### config.mk
export PLATFORM = sky130hd
export DESIGN_NAME = subtractor_4bit_flat
export DESIGN_NICKNAME = d
export VERILOG_FILES = /design/src/rtl/subtractor_4bit_pkg.sv /design/src/rtl/subtractor_4bit_if.sv /design/src/rtl/subtractor_4bit_full_subtractor.sv /design/src/rtl/subtractor_4bit.sv /design/src/flat_wrapper.sv
export SDC_FILE = /design/constraint.sdc
export NUM_CORES = 1
export LEC_CHECK = 0
export CAP_MARGIN = 0
export CORE_AREA = 2 2 39 41
export DETAILED_ROUTE_END_ITERATION = 10
export DIE_AREA = 0 0 41 43
export GPL_TIMING_DRIVEN = 1
export SYNTH_ARGS = -nofsm -noshare
export SYNTH_HDL_FRONTEND = slang
export SYNTH_SLANG_ARGS = --single-unit
### constraint.sdc
create_clock -name clk -period 3.75 [get_ports clk]
set_input_delay 0.9375 -clock clk [delete_from_list [all_inputs] [get_ports clk]]
set_output_delay 0.9375 -clock clk [all_outputs]
set_load 0.03 [all_outputs]
### src/rtl/subtractor_4bit_pkg.sv
// Purpose: shared constants and result-register types for the registered subtractor.
// Latency: n/a (types only).
// Backpressure: n/a. Optional field ovf exists only when SUB_OVF_EN is defined.
package sub_pkg;

   localparam int SUB_WIDTH_DEFAULT = 4;

   // The flag bits of the result register.
   // d sits beside these in the top because its width follows WIDTH.
   typedef struct packed {
      logic bout;
`ifdef SUB_OVF_EN
      logic ovf;
`endif
   } sub_flags_t;

endpackage

### src/rtl/subtractor_4bit_if.sv
// Purpose: operand/result bundle for subtractor_4bit (master drives operands, slave returns results).
// Latency: n/a (wiring only).
// Backpressure: none; in_valid/out_valid are qualifiers only. ovf exists only with SUB_OVF_EN.
interface subtractor_4bit_if #(
   parameter int WIDTH = sub_pkg::SUB_WIDTH_DEFAULT
) ();

   logic             in_valid;
   logic [WIDTH-1:0] a;
   logic [WIDTH-1:0] b;
   logic             bin;
   logic [WIDTH-1:0] d;
   logic             bout;
   logic             out_valid;
`ifdef SUB_OVF_EN
   logic             ovf;
`endif

   modport master (
      output in_valid, a, b, bin,
      input  d, bout, out_valid
`ifdef SUB_OVF_EN
      , input ovf
`endif
   );

   modport slave (
      input  in_valid, a, b, bin,
      output d, bout, out_valid
`ifdef SUB_OVF_EN
      , output ovf
`endif
   );

endinterface

### src/rtl/subtractor_4bit_full_subtractor.sv
// Purpose: one-bit full subtractor cell (d = a - b - bin, bout = borrow out).
// Latency: combinational.
// Backpressure: none.
module full_subtractor (
   input  logic a,
   input  logic b,
   input  logic bin,
   output logic d,
   output logic bout
);

   // Difference bit and borrow toward the next more-significant stage.
   assign d    = a ^ b ^ bin;
   assign bout = (~a & b) | (~(a ^ b) & bin);

endmodule

### src/rtl/subtractor_4bit.sv
// Purpose: registered ripple-borrow subtractor {bout,d} = a - b - bin; ovf port only with SUB_OVF_EN.
// Latency: 1 cycle from in_valid edge to out_valid; results hold while in_valid is low.
// Backpressure: none; one result per cycle, out_valid is a one-cycle qualifier.
module subtractor_4bit
   import sub_pkg::*;
#(
   parameter int WIDTH = SUB_WIDTH_DEFAULT
) (
   input logic              clk,
   input logic              rst_n,
   subtractor_4bit_if.slave bus
);

   // br[i] is the borrow into stage i; br[0] is the external borrow-in.
   logic [WIDTH:0]   br;
   logic [WIDTH-1:0] d_c;

   logic [WIDTH-1:0] d_q;
   sub_flags_t       flg_q;
   logic             vld_q;

   assign br[0] = bus.bin;

   // Ripple chain of one-bit cells, LSB first.
   for (genvar i = 0; i < WIDTH; i++) begin : g_stage
      full_subtractor u_fs (
         .a    (bus.a[i]),
         .b    (bus.b[i]),
         .bin  (br[i]),
         .d    (d_c[i]),
         .bout (br[i+1])
      );
   end

   // Result register: capture on in_valid, otherwise hold; reset wins over in_valid.
   always_ff @(posedge clk) begin
      if (!rst_n) begin
         d_q   <= '0;
         flg_q <= '0;
         vld_q <= 1'b0;
      end else begin
         vld_q <= bus.in_valid;
         if (bus.in_valid) begin
            d_q        <= d_c;
            flg_q.bout <= br[WIDTH];
`ifdef SUB_OVF_EN
            // Signed overflow: borrow into and out of the sign stage disagree.
            flg_q.ovf  <= br[WIDTH] ^ br[WIDTH-1];
`endif
         end
      end
   end

   assign bus.d         = d_q;
   assign bus.bout      = flg_q.bout;
   assign bus.out_valid = vld_q;
`ifdef SUB_OVF_EN
   assign bus.ovf       = flg_q.ovf;
`endif

endmodule

### src/flat_wrapper.sv
// flat-port wrapper written by rule: the top's interface ports become plain ports
module subtractor_4bit_flat import sub_pkg::*;
#(
   parameter int WIDTH = SUB_WIDTH_DEFAULT
)
  (clk, rst_n, bus_in_valid, bus_a, bus_b, bus_bin, bus_d, bus_bout, bus_out_valid);
  subtractor_4bit_if #(.WIDTH(WIDTH)) bus_i ();
  input logic clk;
  input logic rst_n;
  input wire logic [$bits(bus_i.in_valid)-1:0] bus_in_valid;
  input wire logic [$bits(bus_i.a)-1:0] bus_a;
  input wire logic [$bits(bus_i.b)-1:0] bus_b;
  input wire logic [$bits(bus_i.bin)-1:0] bus_bin;
  output wire logic [$bits(bus_i.d)-1:0] bus_d;
  output wire logic [$bits(bus_i.bout)-1:0] bus_bout;
  output wire logic [$bits(bus_i.out_valid)-1:0] bus_out_valid;
  assign bus_i.in_valid = bus_in_valid;
  assign bus_i.a = bus_a;
  assign bus_i.b = bus_b;
  assign bus_i.bin = bus_bin;
  assign bus_d = bus_i.d;
  assign bus_bout = bus_i.bout;
  assign bus_out_valid = bus_i.out_valid;
  subtractor_4bit #(.WIDTH(WIDTH)) u_core (.clk(clk), .rst_n(rst_n), .bus(bus_i));
endmodule
# Word level (Yosys, flattened, before mapping)
# Index checks and enable logic that the tools add are counted.
dict set report totals {
  register_bits 6
  input_bits 12
  latch_bits 0
  ramBits 0
  mem_bits_ro 0
  mem_count 0
  wordCells 31
  output_inout_bits 6
}
dict set report classes {
  bitwise 28
  n_eq_ne 0
  shifts 0
  n_mux 0
  add_sub_neg 0
  multipliers 0
  n_reduce_logical 0
  magnitude_cmp 0
  div 0
}
# cell n
set ops {}
lappend ops {{AND 1 bit} 8}
lappend ops {{NOT 1 bit} 8}
lappend ops {{bitwise XOR 1 bit} 8}
lappend ops {{OR 1 bit} 4}

# Depth between registers and ports, before layout
dict set report depth {
  ltp_word 10
  depth_mapped 9
}

# Cells and area by module
# From an unflattened synthesis, not the netlist that was laid out.
dict set report hier_totals {
  cells_unflattened 34
  area_unflattened_um2 345.3
}
# module area_per_inst_um2 seq_area_each_um2 n_inst cells_each
set by_module_without_submodules {}
lappend by_module_without_submodules {subtractor_4bit 220.2 120.1 1 18}
lappend by_module_without_submodules {full_subtractor 31.3 0.0 4 4}

# Worst setup path after synthesis
# Ideal clock, no wire load.
dict set report synth_path {
  path_type {input port to flip-flop}
  from {input bus_bin}
  to {register u_core.d_q[3], in the netlist u_core.bus.d[3]}
  setup_ns 0.116
  slack_ns 1.077
  arrival_ns 2.557
  required_ns 3.634
  stages 9
  n_path_buf 0
  cell_sequence {inv_1 > fa_1 > inv_1 > fa_1 > fa_1 > inv_1 > fa_1 > mux2i_1 > nor2b_1}
}
dict set report synth_via {
  elab_chain_cells 7
}
# item line_no
set synth_rtl {}
lappend synth_rtl {{start, declared} flat_wrapper.sv:13} ;# input wire logic [$bits(bus_i.bin)-1:0] bus_bin;
lappend synth_rtl {{AND 1 bit} subtractor_4bit_full_subtractor.sv:14} ;# assign bout = (~a & b) | (~(a ^ b) & bin);
lappend synth_rtl {{OR 1 bit} subtractor_4bit_full_subtractor.sv:14}
lappend synth_rtl {{AND 1 bit} subtractor_4bit_full_subtractor.sv:14}
lappend synth_rtl {{OR 1 bit} subtractor_4bit_full_subtractor.sv:14}
lappend synth_rtl {{AND 1 bit} subtractor_4bit_full_subtractor.sv:14}
lappend synth_rtl {{OR 1 bit} subtractor_4bit_full_subtractor.sv:14}
lappend synth_rtl {{bitwise XOR 1 bit} subtractor_4bit_full_subtractor.sv:13} ;# assign d = a ^ b ^ bin;
lappend synth_rtl {{net u_core.g_stage[3].u_fs.d} subtractor_4bit_full_subtractor.sv:8} ;# output logic d,
lappend synth_rtl {{end signal, assigned} subtractor_4bit.sv:38} ;# d_q <= '0;
lappend synth_rtl {{end signal, assigned} subtractor_4bit.sv:44} ;# d_q <= d_c;
lappend synth_rtl {{end, declared} subtractor_4bit.sv:18} ;# logic [WIDTH-1:0] d_q;
# The timed path passes the listed nets, and every way through them passes these cells.
# A chain may end at the register's enable or synchronous reset.

# Final worst setup path
dict set report layout_path {
  from {input bus_a[0]}
  to {register u_core.d_q[3], in the netlist u_core.bus.d[3]}
}
dict set report layout_via {
  elab_chain_cells 9
}
# item line_no
set layout_rtl {}
lappend layout_rtl {{start, declared} flat_wrapper.sv:11} ;# input wire logic [$bits(bus_i.a)-1:0] bus_a;
lappend layout_rtl {{bitwise XOR 1 bit} subtractor_4bit_full_subtractor.sv:14}
lappend layout_rtl {{NOT 1 bit} subtractor_4bit_full_subtractor.sv:14}
lappend layout_rtl {{AND 1 bit} subtractor_4bit_full_subtractor.sv:14}
lappend layout_rtl {{OR 1 bit (*)} subtractor_4bit_full_subtractor.sv:14}
lappend layout_rtl {{AND 1 bit (*)} subtractor_4bit_full_subtractor.sv:14}
lappend layout_rtl {{OR 1 bit (*)} subtractor_4bit_full_subtractor.sv:14}
lappend layout_rtl {{AND 1 bit (*)} subtractor_4bit_full_subtractor.sv:14}
lappend layout_rtl {{OR 1 bit (*)} subtractor_4bit_full_subtractor.sv:14}
lappend layout_rtl {{bitwise XOR 1 bit (*)} subtractor_4bit_full_subtractor.sv:13}
lappend layout_rtl {{net u_core.g_stage[3].u_fs.d} subtractor_4bit_full_subtractor.sv:8}
# Mark *: on every way through the listed nets, which the timed path passes. The rest lies on a longest branch.

==> metrics.yaml <==
io_pins: 18
hold_viol_final: 0
finalSetupViolations: 0
grt_max_degree: 10
critPathRequiredTime_ps: 3880
cts_resized: 0
async_flop_share_pct: 0
slew_violations: 0
pwr_density_cell_nw_per_um2: 356
yosys-top-cells-count: "7 x inv_1, 6 x dfxtp_1, 4 x fa_1, 3 x nand2_1, 3 x o211a_1"
die_width_um: 41
portBuffers: 17
post-cts-setup-buffers: 0
final_util_pct: 37.6
first_pass_iters: 1
grt.total_usage_pct: 9.00
worstPathArrival_ps: 3060
syn_nets: 45
critPathMaxFanout: 1
fin_skew_ps: 0
synth_edf_count: 0
ys_types: 9
cts_tree: "built"
syn_area_per_cell_um2: 11.0
clkSinkCount: 6
root_buffer: "clkbuf_4"
drt_iter0_drc: 0
fp.coreArea_um2: 1380
clk_latency_ps: 240
status: "finished, final reports clean"
min_period_ps: 2930
p_leak_uw: 0.000250
synth_warnings: 0
setup_tns_ps: 0
syn_inst: 29
diodes: 0
crit_path_start_kind: "input port"
finalWeightedCongestion: 0.619
synth-seq-cells: 6
nNetsFinal: 66
yosysSeqAreaShare_pct: 37.6
synth.most_common_cell: "inv_1"
relSlewSlack_pct: 76.8
multi_input_area_um2: 161
nFillCells: 147
peakVddDrop_mv: 0.229
synthTopCellsByArea: "dfxtp_1 38%, fa_1 25%, o211a_1 9.4%"
final-seq-area_um2: 120
worstSetupPathType: "in2reg"
period_share_pct: 78.0
die_area_um2: 1760
clkTransAtPathRegs_ps: 40
clockBufferDepth: 2
cp-end-kind: "register"
drt_wl_total_um: 545
grt_pass1_wl_um: 945
initial_core_util_pct: 23.1
rsz0062_at_grt: "no"
cts-htree-levels: 1
worst_slew_pin_slew_ps: 348
overflow: 0
maxCapViolations: 0
postCtsHoldBufs: 0
avgRoutedWirePerCell_um: 8.52
grt_pass1_vias: 232
netlist.area_leader.share_pct: 37.6
synth_top_area_cell: "dfxtp_1"
synthFlopType: "dfxtp_1"
syn_area_um2: 319
drt_drc_violations_left: 0
rows: 14
routed_via_density: 4.05
antenna_found_initial: 0
cts_inserted_buffers: 3
layout-drive-gt1-share_pct: 8.33
hold_class: "reg2reg"
die_h_um: 43
areaGrowthSynthToFinish_pct: 63.1
hpwl_um: 444
vias: 259
drtAntennaViolNets: 0
fmax_mhz: 342
-- routing by layer --
metal  part of all wire [%]  up-vias  routed length [um]  GRT usage, %
met2                     42       13                 230          10.0
met1                     39      115                 214          9.21
met4                    2.2        0                  12          6.00
li1                       -      127                   -             -
met5                      0        -                   0             0
met3                     16        4                  86          10.5
-- layout by cell type (no fill, tap or decap), drive strengths merged --
master         synthesis  final
clkdlybuf4s50          0     17
inv                    7      7
dfxtp                  6      6
fa                     4      4
nand2                  3      3
o211a                  3      3
clkbuf                 0      3
mux2i                  2      2
nor2b                  2      2
and2                   1      1
-- sequential cells by signal (all words and copies together) (netlist names) --
signal,flops
u_core.bus.out_valid,1
u_core.bus.bout,1
u_core.bus.d,4
-- stage by stage --
stage                     instance area (um2)  total power, uW  instances  hold WS (ps)  setup WS [ps]
after floorplan                           319              103         29           640           1080
after global placement                    498              128         61           466            582
after detailed placement                  498              129         61           471            559
after CTS                                 520              190         64           477            804
after global routing                      520              201         64           509            734
final                                     520              185         64           474            824
-- cell families after synthesis --
| family | synth area share, % |
|---|---|
| buffers and inverters | 11.8 |
| AND/OR/NAND/NOR | 9.80 |
| flip-flops | 37.6 |
| adder cells (fa/ha/maj) | 25.1 |
| AO/OA/AOI/OAI | 9.41 |
| multiplexers | 6.27 |
-- worst paths after layout --
| path | slack [ps] | from | end | depth (start not counted) |
|---|---|---|---|---|
| worst min-delay path | 470 | u_core.bus.d[2] | u_core.bus.d[2] | 1 |
| worst max-delay path | 820 | bus_a[0] | u_core.bus.d[3] | 9 |
| worst min register to register | 470 | u_core.bus.d[2] | u_core.bus.d[2] | 1 |
| worst max register to register | 3150 | u_core.bus.d[1] | u_core.bus.d[1] | 1 |
-- layout make-up --
type                            count  area share (%)
Sequential cell                     6            23.1
Tap cell                           16            3.85
Timing Repair Buffer               17            32.7
Inverter                            7            5.05
Multi-Input combinational cell     15            31.0
Clock buffer                        3            4.33
-- where the power goes --
part           switching [uW]  internal, uW
clock network            22.8          36.2
registers                2.53          69.8
logic                    25.2          28.8
-- critical path, cell delays in order --
cell and delay (ps):
clkdlybuf4s50_1 470, fa_1 160, inv_1 50, fa_1 380
fa_1 380, inv_1 80, fa_1 400, mux2i_1 150
nor2b_1 60
Power figures use the tool's default switching activity.
